$ cat src/rtl/spi_arb_pkg.sv
// rtl/spi_arb_pkg.sv - shared state encoding and idle pin levels for the SPI flash arbiter
package spi_arb_pkg;

  typedef enum logic [1:0] {
    IDLE  = 2'd0,
    OWN0  = 2'd1,
    OWN1  = 2'd2,
    GUARD = 2'd3
  } arb_state_t;

  localparam logic IDLE_CS_B = 1'b1;
  localparam logic IDLE_SCK  = 1'b1;
  localparam logic IDLE_MOSI = 1'b0;

endpackage

$ cat src/rtl/spi_flash_arbiter.sv
// rtl/spi_flash_arbiter.sv - round-robin owner of the flash SPI pins with guard gap and idle watchdog
module spi_flash_arbiter
  import spi_arb_pkg::*;
#(
  parameter int GUARD_CYCLES   = 4,
  parameter int TIMEOUT_CYCLES = 4096
) (
  input  logic clk,
  input  logic reset,
  input  logic r0_req,
  input  logic r1_req,
  output logic r0_grant,
  output logic r1_grant,
  input  logic r0_cs_b,
  input  logic r1_cs_b,
  input  logic r0_sck,
  input  logic r1_sck,
  input  logic r0_mosi,
  input  logic r1_mosi,
  output logic r0_miso,
  output logic r1_miso,
  output logic spi_cs_b,
  output logic spi_sck,
  output logic spi_mosi,
  input  logic spi_miso,
  output logic busy,
  output logic timeout_err
);

  localparam int GW = $clog2(GUARD_CYCLES + 1);
  localparam int TW = (TIMEOUT_CYCLES > 0) ? $clog2(TIMEOUT_CYCLES + 1) : 1;
  localparam logic [GW-1:0] GUARD_LOAD = GW'(GUARD_CYCLES);
  localparam logic [TW-1:0] WD_LAST    = TW'((TIMEOUT_CYCLES > 0) ? TIMEOUT_CYCLES - 1 : 0);

  arb_state_t      state, state_next;
  logic            last_owner;
  logic [GW-1:0]   guard_cnt;
  logic [TW-1:0]   wd_cnt;
  logic            revoke;
  logic            own_req, own_cs_b;

  always_comb begin
    state_next = state;
    revoke     = 1'b0;
    own_req    = 1'b0;
    own_cs_b   = 1'b1;
    r0_grant   = 1'b0;
    r1_grant   = 1'b0;
    r0_miso    = 1'b0;
    r1_miso    = 1'b0;
    spi_cs_b   = IDLE_CS_B;
    spi_sck    = IDLE_SCK;
    spi_mosi   = IDLE_MOSI;
    busy       = (state != IDLE);

    case (state)
      IDLE: begin
        if (r0_req && r1_req)
          state_next = last_owner ? OWN0 : OWN1;
        else if (r0_req)
          state_next = OWN0;
        else if (r1_req)
          state_next = OWN1;
      end
      OWN0: begin
        r0_grant = 1'b1;
        spi_cs_b = r0_cs_b;
        spi_sck  = r0_sck;
        spi_mosi = r0_mosi;
        r0_miso  = spi_miso;
        own_req  = r0_req;
        own_cs_b = r0_cs_b;
      end
      OWN1: begin
        r1_grant = 1'b1;
        spi_cs_b = r1_cs_b;
        spi_sck  = r1_sck;
        spi_mosi = r1_mosi;
        r1_miso  = spi_miso;
        own_req  = r1_req;
        own_cs_b = r1_cs_b;
      end
      GUARD: begin
        if (guard_cnt <= GW'(1))
          state_next = IDLE;
      end
      default: state_next = IDLE;
    endcase

    // Ownership ends only with cs_b high: either a clean release or an idle-hold revoke.
    if (state == OWN0 || state == OWN1) begin
      if (!own_req && own_cs_b) begin
        state_next = GUARD;
      end else if (TIMEOUT_CYCLES > 0 && own_req && own_cs_b && wd_cnt == WD_LAST) begin
        state_next = GUARD;
        revoke     = 1'b1;
      end
    end
  end

  always_ff @(posedge clk or posedge reset) begin
    if (reset) begin
      state       <= IDLE;
      last_owner  <= 1'b1;
      guard_cnt   <= '0;
      wd_cnt      <= '0;
      timeout_err <= 1'b0;
    end else begin
      state       <= state_next;
      timeout_err <= revoke;

      if (state_next == GUARD && state != GUARD)
        guard_cnt <= GUARD_LOAD;
      else if (state == GUARD && guard_cnt != '0)
        guard_cnt <= guard_cnt - 1'b1;

      if (state == IDLE) begin
        wd_cnt <= '0;
        if (state_next == OWN0)
          last_owner <= 1'b0;
        else if (state_next == OWN1)
          last_owner <= 1'b1;
      end else if (!own_cs_b) begin
        wd_cnt <= '0;
      end else if (TIMEOUT_CYCLES > 0 && own_req && wd_cnt != WD_LAST) begin
        wd_cnt <= wd_cnt + 1'b1;
      end
    end
  end

endmodule

$ cat config.mk
export PLATFORM = sky130hd
export DESIGN_NAME = spi_flash_arbiter
export DESIGN_NICKNAME = d
export VERILOG_FILES = /design/src/rtl/spi_arb_pkg.sv /design/src/rtl/spi_flash_arbiter.sv
export SDC_FILE = /design/constraint.sdc
export NUM_CORES = 1
export LEC_CHECK = 0
export ABC_AREA = 1
export CELL_PAD_IN_SITES_DETAIL_PLACEMENT = 1
export CELL_PAD_IN_SITES_GLOBAL_PLACEMENT = 1
export CORE_ASPECT_RATIO = 1.4
export CORE_MARGIN = 2
export CORE_UTILIZATION = 42
export DETAILED_ROUTE_END_ITERATION = 8
export PLACE_DENSITY = 0.88
export SETUP_SLACK_MARGIN = 0.05
export SLEW_MARGIN = 20
export SYNTH_ARGS = -nofsm -noshare
export SYNTH_HDL_FRONTEND = slang
export SYNTH_SLANG_ARGS = --single-unit
export TNS_END_PERCENT = 1
$ cat constraint.sdc
create_clock -name clk -period 3.05 [get_ports clk]
set_clock_uncertainty 0.05 [all_clocks]
set_input_delay 0.305 -clock clk [delete_from_list [all_inputs] [get_ports clk]]
set_output_delay 0.305 -clock clk [all_outputs]
set_load 0.02 [all_outputs]
==> results_dict.tcl, run 1 <==
set metrics [dict create \
    fin_cells 264 \
    first_pass_iters 4 \
    htree_num_levels 1 \
    synth_cell_types 28 \
    yosys.cell_count.top_type "nand2_1" \
    gr-usage-met1_pct 22.6 \
    synth_commonest_cells "nand2_1, inv_1, nand3_1, nor2_1, dfrtp_1" \
    via_per_inst 5.23 \
    pwr-share-clk_pct 17.8 \
    fp.dieArea_mm2 0.00397 \
    startpoint_type "flip-flop" \
    outcome "finished clean" \
    synth_cells 203 \
    ys_warn_count 0 \
    reg2reg_depth 10 \
    pwr-share-comb_pct 59.3 \
    antenna_found_initial 0 \
    tritoncts "done" \
    dpl.hpwl_um 2850 \
    setup_viol 0 \
    rsz0062_at_grt "no" \
    syn_nets 224 \
    final_antenna_net_count 0 \
    seqPwrFrac_pct 22.8 \
    synth-edff-count 0 \
    start_util_pct 43.7 \
    async_flop_share_pct 100 \
    grtUsageMet3_pct 3.86 \
    drive_above_1_share_pct 9.82 \
    dpl_cell_area_mm2 0.00169 \
    grt_pass1_vias 1437 \
    syn_avg_cell_area_um2 7.20 \
    regToRegEndpoint "last_owner" \
    syn2layout_area_growth_pct 20.5 \
    drv_cap 0 \
    tightestPinTransition_ps 801 \
    core_mm2 0.00335 \
    fin_area_mm2 0.00176 \
    critPathMaxFanout 6 \
    clock.fmax_ghz 0.401 \
    die_x_um 53.9 \
    use_met2_pct 43.0 \
    dr_total_vias 1380 \
    gr-usage-all-layers_pct 22.4 \
    ctsResizeCount 0 \
    ys_top_cells_by_area "dfrtp_1, nand2_1, ha_1" \
    drt-total-wl_um 3830 \
    fill_cells 450 \
    min_path_type "primary input to asynchronous set/reset pin" \
    drt_iter0_markers 33 \
    p_sw_share_pct 47.7 \
    ys.flop_type "dfrtp_1" \
    slew_violations 0 \
    ys_seq_area_share_pct 34.3 \
    cp.arrival_ps 2140 \
    final.setup.tns_ps 0 \
    rows 25 \
    cts_setup_buffers 0 \
    fp.dieH_um 73.8 \
    internal_power_w 0.000807 \
    cts_root_buffer "clkbuf_8" \
    io_buffers 19 \
    synth_top_cell_area_share_pct 32.5 \
    period_minus_slack_ps 2490 \
    rrSetupSlack_ps 680 \
    relSlewSlack_pct 46.5 \
    clkLatencyLatePin_ps 270 \
    vdd_ir_drop_max_uv 601 \
    wl_per_cell_um 14.5 \
    gr-total-overflow 0 \
    grt_pass1_wl_um 6380 \
    clockBufferDepth 2 \
    netlist_area_mm2 0.00146 \
    grt_busiest_layer "met2" \
    hold_violations 0 \
    rr_startpoint "state[0]" \
    cp.required_ps 2690 \
    cts_buffers 3 \
    cts_hold_buf 0 \
    startpoint "state[0]" \
    ios 20 \
    ys_ff_latch 20 \
    synth_top_cell_by_area "dfrtp_1" \
    p_leak_nw 0.839 \
    dp.cells 260 \
    clkSinkCount 20 \
    drc 0 \
    period_share_pct 81.7 \
    n_antenna_cell 0 \
    clk_pin_slew_ps 80 \
    grt_max_degree 21 \
    nets 246 \
    switchingPower_w 0.000737 \
    end_kind "output port" \
    cellPowerDensity_mw_per_mm2 877 \
    crit_type "flip-flop to output port" \
    gp_congestion 0.803 \
]
## worst max-delay path, cell delays in order (launching register included)
cell	delay [ps]
dfrtp_1	420
inv_1	90
ha_1	370
inv_1	160
a221o_1	280
clkdlybuf4s50_1	540
## metrics by stage
| step | hold WS, ps | util (%) | worst slack [ps] | power (W) |
|---|---|---|---|---|
| 2_1_floorplan | 218 | - | 1030 | 0.000994 |
| 3_3_place_gp | 419 | 50.5 | 791 | 0.00126 |
| 3_5_place_dp | 434 | 50.5 | 673 | 0.00129 |
| 4_1_cts | 453 | 52.6 | 541 | 0.00158 |
| 5_1_grt | 498 | 52.6 | 411 | 0.00169 |
| 6_report | 427 | 52.6 | 558 | 0.00154 |
## sequential cells by signal, summed over array words and instances (netlist names)
register and flops:
guard_cnt 3, last_owner 1, state 2, timeout_err 1, wd_cnt 13
## placed cells by master, fill, tap and decap left out, drive strengths merged
cell type,instances
a31oi,2
nor3,3
o211ai,1
clkdlybuf4s50,19
or2,1
bufinv,1
inv,31
dfstp,1
o21ai,7
a221o,1
clkbuf,3
nand3,23
nor2,22
o22ai,2
ha,10
dfrtp,19
nand2,64
a21oi,8
nand4,5
clkinv,1
## kinds of logic (layout without fill, tap and decap cells)
logic type / count (synthesis) / after routing / share of synthesized area (%)
AND/OR/NAND/NOR: 118 / 118 / 38.1
AO/OA/AOI/OAI: 21 / 21 / 9.85
flip-flops: 20 / 20 / 34.3
buffers and inverters: 34 / 55 / 9.16
adder cells (fa/ha/maj): 10 / 10 / 8.56
## metal layers
layer | vias to the layer above | wire length (um)
met5 | - | 0
met4 | 0 | 81
met3 | 7 | 81
met2 | 16 | 2100
met1 | 668 | 1560
li1 | 689 | -
## area by class of cell
cell class	count	area [um^2]	share of cell area (%)
clock buffers	3	41.3	2.35
multi-input cells	149	826	46.9
flip-flops and latches	20	502	28.5
repair buffers	19	190	10.8
well taps	40	50.0	2.84
clock inverters	1	30.0	1.71
inverters	32	121	6.89
## how the worst max path moves through the flow
stage	to	slack (ps)	cells after the start
finish	spi_sck	560	5
global route	spi_sck	410	5
CTS	spi_sck	540	5
detailed placement	last_owner	670	10
global placement	last_owner	790	9
floorplan	last_owner	1030	10
## power by group through the flow
stage | sequential, W | clock [W] | combinational (W)
floorplan | 0.000346 | 0 | 0.000648
global placement | 0.000355 | 0 | 0.000903
detailed placement | 0.000358 | 0 | 0.000932
CTS | 0.000353 | 0.000288 | 0.000939
global route | 0.000361 | 0.000289 | 0.00104
finish | 0.000353 | 0.000275 | 0.000916
No activity file was read; power rests on OpenSTA's default activity.
==> inputs of run 2 (changes only) <==
Settings changed: CORE_UTILIZATION 42 to 39, PLACE_DENSITY 0.88 to 0.83.
Clock period 3.05 ns to 2.39 ns, I/O delays scaled along.
==> run 2 against run 1 <==
  * Routed wire length is 4.3% lower
  * Cell area is 1.4% higher
  * Utilization decreased by 3.2 points
  * Flip-flop and latch count unchanged
  * Global-route usage fell by 3.3 points
  * Combinational power increased by 30%
  * Count of clock-buffer cells in the layout is the same
  * Cell count up 1.5%
  * Register-to-register slack worse by 380 ps
  * Via count fell by 0.36%
  * Clock power grew 25%
==> results_dict.tcl, run 2 (same netlist as run 1, synthesis figures left out) <==
set metrics [dict create \
    rsz0062_at_grt "no" \
    dpl_cell_area_mm2 0.00171 \
    cp.required_ps 2100 \
    rrSetupSlack_ps 300 \
    drv_cap 0 \
    gp_congestion 0.760 \
    cts_buffers 3 \
    grt_pass1_vias 1454 \
    dpl.hpwl_um 2970 \
    clockBufferDepth 2 \
    relSlewSlack_pct 48.2 \
    outcome "finished clean" \
    mostFrequentLayoutCells "nand2_1, inv_1, nand3_1" \
    antenna_found_initial 0 \
    cts_hold_buf 0 \
    multi_input_area_um2 828 \
    period_minus_slack_ps 2110 \
    fp.dieArea_mm2 0.00426 \
    io_buffers 19 \
    ios 20 \
    regToRegEndpoint "last_owner" \
    rr_startpoint "state[1]" \
    cp.arrival_ps 1820 \
    tightestPinTransition_ps 777 \
    gr-usage-all-layers_pct 19.0 \
    hold_violations 0 \
    vdd_ir_drop_max_uv 696 \
    crit_type "flip-flop to output port" \
    clock.fmax_ghz 0.473 \
    drc 0 \
    n_antenna_cell 0 \
    end_kind "output port" \
    rows 26 \
    setup_viol 0 \
    drive_above_1_share_pct 11.9 \
    clkLatencyLatePin_ps 260 \
    gr-total-overflow 0 \
    core_mm2 0.00361 \
    startpoint_type "flip-flop" \
    critPathMaxFanout 6 \
    via_per_inst 5.13 \
    fin_area_mm2 0.00179 \
    fp.dieH_um 76.4 \
    regArea_um2 503 \
    mostFrequentLayoutCell "nand2_1" \
    clkSinkCount 20 \
    die_x_um 55.7 \
    grt_max_degree 21 \
    htree_num_levels 1 \
    period_share_pct 88.4 \
    slew_violations 0 \
    drt_iter0_markers 47 \
    top_register "wd_cnt" \
    fill_cells 473 \
    syn2layout_area_growth_pct 22.2 \
    wl_per_cell_um 13.7 \
    reg2reg_depth 10 \
    clk_pin_slew_ps 80 \
    dr_total_vias 1375 \
    cellPowerDensity_mw_per_mm2 1110 \
    first_pass_iters 4 \
    p_leak_nw 0.869 \
    drt-total-wl_um 3670 \
    largest_reg_flops 13 \
    tritoncts "done" \
    cts_root_buffer "clkbuf_8" \
    final.setup.tns_ps 0 \
    start_util_pct 40.5 \
    nets 248 \
    final_antenna_net_count 0 \
    min_path_type "primary input to asynchronous set/reset pin" \
    grt_pass1_wl_um 6500 \
    top_regs "wd_cnt: 13 flops, guard_cnt: 3 flops, state: 2 flops" \
    power.total_w 0.00198 \
]
[run 2: power breakdown]
group,internal (W),switching (W),total (W)
logic,0.000413,0.000777,0.00119
clock network,0.000224,0.000120,0.000343
registers,0.000402,0.0000457,0.000448
[run 2: final cells by class]
type	instances	area share, %
sequential	20	28.2
tap	42	2.94
inverter	32	6.80
timing repair buffer	21	11.7
clock inverter	1	1.68
multi-input combinational	149	46.4
clock buffer	3	2.31
[run 2: what timing repair did]
item                                    4_1_cts  5_1_grt
gates resized for setup                       1        5
setup buffers                                 0        0
pin swaps                                     0        0
endpoints found under the setup margin        3        4
[run 2: critical path, cell delays in order, from the launching register on]
cell and delay (ps):
dfrtp_1 390, inv_1 100, ha_1 380, inv_2 100
a221o_1 270, dlygate4sd2_1 320
[run 2: layer usage]
metal | share of wire, % | GRT usage (%)
met3 | 1.6 | 2.55
met5 | 0 | 0
met4 | 1.8 | 7.07
met2 | 57 | 36.7
met1 | 40 | 20.4
[run 2: metrics by stage]
stage,hold WS (ps),util (%),cells,worst slack (ps)
floorplan,152,-,203,374
global placement,418,47.3,264,326
detailed placement,428,47.3,264,233
CTS,398,49.2,268,9.72
global route,439,49.4,268,55.5
finish,362,49.4,268,277
[run 2: worst max path at each step]
stage	to	start	slack, ps
after detailed placement	last_owner	state[0]	230
after CTS	spi_mosi	state[0]	10
after global routing	guard_cnt[0]	state[1]	60
after global placement	spi_sck	state[0]	330
after floorplan	last_owner	state[1]	370
final	spi_sck	state[1]	280
==> inputs of run 3 (changes only) <==
Settings changed: CTS_CLUSTER_DIAMETER from default to 60.
==> results of run 3 <==
Same layout as run 2: the final DEF is identical, and so are final timing and power.
